==> src/rtl/stopwatch_ctrl.sv <==
// rtl/stopwatch_ctrl.sv - stopwatch time registers, run/pause/adjust sequencing, adjust-mode blink
//
// Ports:
//   clk        system clock, rising-edge
//   rst        asynchronous active-high reset
//   tick_1hz   one-cycle 1 Hz count enable (RUN)
//   tick_2hz   one-cycle 2 Hz enable (ADJUST step and blink phase)
//   btn_pause  debounced level, rising edge starts/pauses
//   btn_reset  debounced level, rising edge clears to 00:00 / IDLE
//   adj        adjust-mode switch level
//   sel        adjust field select, 0 = seconds, 1 = minutes
//   minutes    binary 0-59
//   seconds    binary 0-59
//   blank_min  blank minutes digits
//   blank_sec  blank seconds digits
//   running    high while in RUN

module stopwatch_ctrl (
  input  logic       clk,
  input  logic       rst,
  input  logic       tick_1hz,
  input  logic       tick_2hz,
  input  logic       btn_pause,
  input  logic       btn_reset,
  input  logic       adj,
  input  logic       sel,
  output logic [7:0] minutes,
  output logic [7:0] seconds,
  output logic       blank_min,
  output logic       blank_sec,
  output logic       running
);

  typedef enum logic [1:0] {
    IDLE   = 2'd0,
    RUN    = 2'd1,
    PAUSE  = 2'd2,
    ADJUST = 2'd3
  } state_t;

  localparam logic [7:0] FIELD_MAX = 8'd59;

  state_t     state, state_n;
  logic [7:0] min_n, sec_n;
  logic       phase, phase_n;
  logic       pause_prev, reset_prev;
  logic       sel_q;
  logic       pause_edge, reset_edge;

  assign pause_edge = btn_pause & ~pause_prev;
  assign reset_edge = btn_reset & ~reset_prev;

  always_ff @(posedge clk or posedge rst) begin
    if (rst) begin
      state      <= IDLE;
      minutes    <= 8'd0;
      seconds    <= 8'd0;
      phase      <= 1'b0;
      pause_prev <= 1'b0;
      reset_prev <= 1'b0;
      sel_q      <= 1'b0;
    end else begin
      state      <= state_n;
      minutes    <= min_n;
      seconds    <= sec_n;
      phase      <= phase_n;
      pause_prev <= btn_pause;
      reset_prev <= btn_reset;
      sel_q      <= sel;
    end
  end

  always_comb begin
    state_n = state;
    min_n   = minutes;
    sec_n   = seconds;
    phase_n = phase;

    if (reset_edge) begin
      // Clear wins over everything in the same cycle, including a tick.
      state_n = IDLE;
      min_n   = 8'd0;
      sec_n   = 8'd0;
      phase_n = 1'b0;
    end else begin
      case (state)
        IDLE: begin
          if (adj) begin
            state_n = ADJUST;
            phase_n = 1'b0;
          end else if (pause_edge) begin
            state_n = RUN;
          end
        end

        RUN: begin
          // Counting keys off the current state, so a tick on the exit cycle still counts.
          if (tick_1hz) begin
            if (seconds == FIELD_MAX) begin
              sec_n = 8'd0;
              min_n = (minutes == FIELD_MAX) ? 8'd0 : minutes + 8'd1;
            end else begin
              sec_n = seconds + 8'd1;
            end
          end
          if (adj) begin
            state_n = ADJUST;
            phase_n = 1'b0;
          end else if (pause_edge) begin
            state_n = PAUSE;
          end
        end

        PAUSE: begin
          if (adj) begin
            state_n = ADJUST;
            phase_n = 1'b0;
          end else if (pause_edge) begin
            state_n = RUN;
          end
        end

        ADJUST: begin
          // Selected field steps mod 60 with no carry into the other field.
          if (tick_2hz) begin
            phase_n = ~phase;
            if (sel)
              min_n = (minutes == FIELD_MAX) ? 8'd0 : minutes + 8'd1;
            else
              sec_n = (seconds == FIELD_MAX) ? 8'd0 : seconds + 8'd1;
          end
          if (!adj)
            state_n = PAUSE;
        end

        default: state_n = IDLE;
      endcase
    end
  end

  // Blanking uses the registered copy of sel so no input reaches an output combinationally.
  assign running   = (state == RUN);
  assign blank_sec = (state == ADJUST) & ~sel_q & phase;
  assign blank_min = (state == ADJUST) & sel_q & phase;

endmodule

==> config.mk <==
export PLATFORM = sky130hd
export DESIGN_NAME = stopwatch_ctrl
export DESIGN_NICKNAME = d
export VERILOG_FILES = /design/src/rtl/stopwatch_ctrl.sv
export SDC_FILE = /design/constraint.sdc
export NUM_CORES = 1
export LEC_CHECK = 0
export CAP_MARGIN = 20
export CORE_ASPECT_RATIO = 0.6
export CORE_MARGIN = 2
export CORE_UTILIZATION = 50
export DETAILED_ROUTE_END_ITERATION = 8
export PLACE_DENSITY = 0.81
export SLEW_MARGIN = 5
export SYNTH_ARGS = -nofsm -noshare
export SYNTH_HDL_FRONTEND = slang
export SYNTH_SLANG_ARGS = --single-unit
==> constraint.sdc <==
create_clock -name clk -period 3.6 [get_ports clk]
set_input_delay 0.54 -clock clk [delete_from_list [all_inputs] [get_ports clk]]
set_output_delay 0.54 -clock clk [all_outputs]
set_load 0.03 [all_outputs]
==> flow_summary.ini <==
[timing]
timing.hold.ws_ns = 0.532
fin_crit_ns = 2.31
timing.setup.tns_ns = 0
setup_viol = 0
worstMarginPinSlew_ns = 0.810
post-route-period-util_pct = 64.3
hold_viol_final = 0
fin_worst_skew_ns = 0.00939
rsz0062_at_grt = no
max_clock_freq_ghz = 0.432
maxSlewViolCount = 0
slew_headroom_pct = 45.9

[run_status]
status = completed

[clock_network]
cts_tree = done
clk_latency_ns = 0.27
cts.clk_slew.worst_paths_ns = 0.08
numCtsBuffers = 3
cts_setup_buffers = 0
htreeDepth = 1
cts_buffer_depth = 2
cts-root-buf = clkbuf_8
postCtsResizedCells = 0
cts_num_sinks = 22
hold_buffers = 0

[die]
fp.dieArea_um2 = 2910
fp.dieW_um = 68.4
fp.dieH_um = 42.6
initial_core_util_pct = 55.0
io_pins = 27
core_region_area_um2 = 2260
num_rows = 13

[finish]
antenna_cells = 0
area_growth_pct = 27.9
mostFrequentLayoutCell = clkdlybuf4s50_1
fill_cells = 165
design_area_um2 = 1590
mostFrequentLayoutCells = 26 x clkdlybuf4s50_1, 22 x dfrtp_1, 9 x nor2_1
final_layout_size_suffix_gt1_share_pct = 10.1
nets = 160

[worst_setup_path]
path_class = flop to primary output
end_kind = primary output
crit_path_start_kind = flop
reg2reg_to = minutes[0]
r2r-start = seconds[0]
crit_required_ns = 3.06
crit_path_max_fanout = 9
critPathArrivalTime_ns = 1.77
r2r_cells = 5
critPathLaunch = state[1]
r2r_setup_slack_ns = 1.62

[drt]
dr.first_iter.drc_count = 45
drc_errors = 0
wl_um = 2770
avgViaCountPerCell = 5.83
via_count = 1043
drtPass1Iterations = 4
routedWlPerCell_um = 15.5
drt.antenna.violating_nets = 0

[pwr]
leakagePower_nw = 0.674
powerDensity_nw_per_um2 = 513
power_mw = 0.815
ir_worst_vdd_uv = 462

[yosys]
synth_warnings = 0
ys_types = 41
synth_async_sr_flop_share_pct = 100
synth_edf_count = 0
netlist_area_um2 = 1240
ys.flop_type = dfrtp_1
synth-seq-cells = 22
ys_seq_area_share_pct = 44.3
postSynthCellCount = 121
syn-num-nets = 131
syn_avg_cell_area_um2 = 10.3

[placement]
placed_area_um2 = 1530
portBuffers = 26
gp_congestion = 0.890
hpwl_um = 2030

[hold_path]
whs_endpoint = seconds[5]
hp-start = seconds[5]
hold_class = flop to flop
hold_depth = 1

[global_route]
track_usage_pct = 21.6
grt_pass1_wl_um = 4610
grt_pass1_vias = 956
grt_max_degree = 23
antenna_found_initial = 0
grt.overflow.total = 0

[run]
cap_violations = 0
## stage by stage
step           setup WS, ns  cells  utilization [%]
6_report               1.29    179             70.3
5_1_grt                1.23    179             70.3
4_1_cts                1.30    179             70.3
3_5_place_dp           1.23    175             67.8
3_3_place_gp           1.32    175             67.8
2_1_floorplan          1.68    121                -
## how the worst max path moves through the flow
stage | endpoint
finish | blank_min
global placement | minutes[0]
CTS | blank_min
detailed placement | minutes[0]
floorplan | minutes[6]
global route | running
## registers in the layout (all words and copies together), names as in the netlist
| register | count |
|---|---|
| minutes | 8 |
| reset_prev | 1 |
| pause_prev | 1 |
| state | 2 |
| phase | 1 |
| seconds | 8 |
| sel_q | 1 |
## synth_stat cells, types with 3 or more instances
cell	n	area share, %
o21ai_0	4	1.6
a211o_1	3	2.1
o2bb2ai_1	7	4.9
dfrtp_1	22	44
nand2_1	3	0.91
inv_1	6	1.8
nor2_1	9	2.7
nand2b_1	7	3.5
nand3_1	8	3.2
a22o_1	3	2.1
o22ai_1	4	2.0
and3_1	7	3.5
a21oi_1	6	2.4
## power breakdown
group | total (mW) | internal [mW] | switching (mW)
clock network | 0.176 | 0.0975 | 0.0781
registers | 0.345 | 0.286 | 0.0589
logic | 0.294 | 0.131 | 0.163
total | 0.815 | 0.515 | 0.300
## cell families after synthesis
group	share of synthesized area [%]
AO/OA/AOI/OAI	25.3
XOR/XNOR	0.705
adder cells (fa/ha/maj)	2.01
buffers and inverters	2.92
flip-flops	44.3
multiplexers	2.52
AND/OR/NAND/NOR	22.3
## worst max-delay path: stages (launching register included)
cell and delay [ns]:
dfrtp_1 0.54, nand3_1 0.16, nor2_1 0.12, clkdlybuf4s50_1 0.68
## per-layer routing
metal	track usage, %	vias up	part of all wire, %
met5	0	-	0
met4	3.60	0	0.36
met3	6.72	2	4.9
met2	30.3	21	42
met1	32.9	509	53
li1	-	511	-
## area by class of cell
cell class / count / area, µm² / share of cell area, %
Clock buffer: 4 / 55.1 / 3.46
Inverter: 6 / 22.5 / 1.42
Multi-Input combinational cell: 90 / 656 / 41.3
Sequential cell: 22 / 551 / 34.6
Tap cell: 30 / 37.5 / 2.36
Timing Repair Buffer: 27 / 268 / 16.9
No activity file was read; power rests on OpenSTA's default activity.
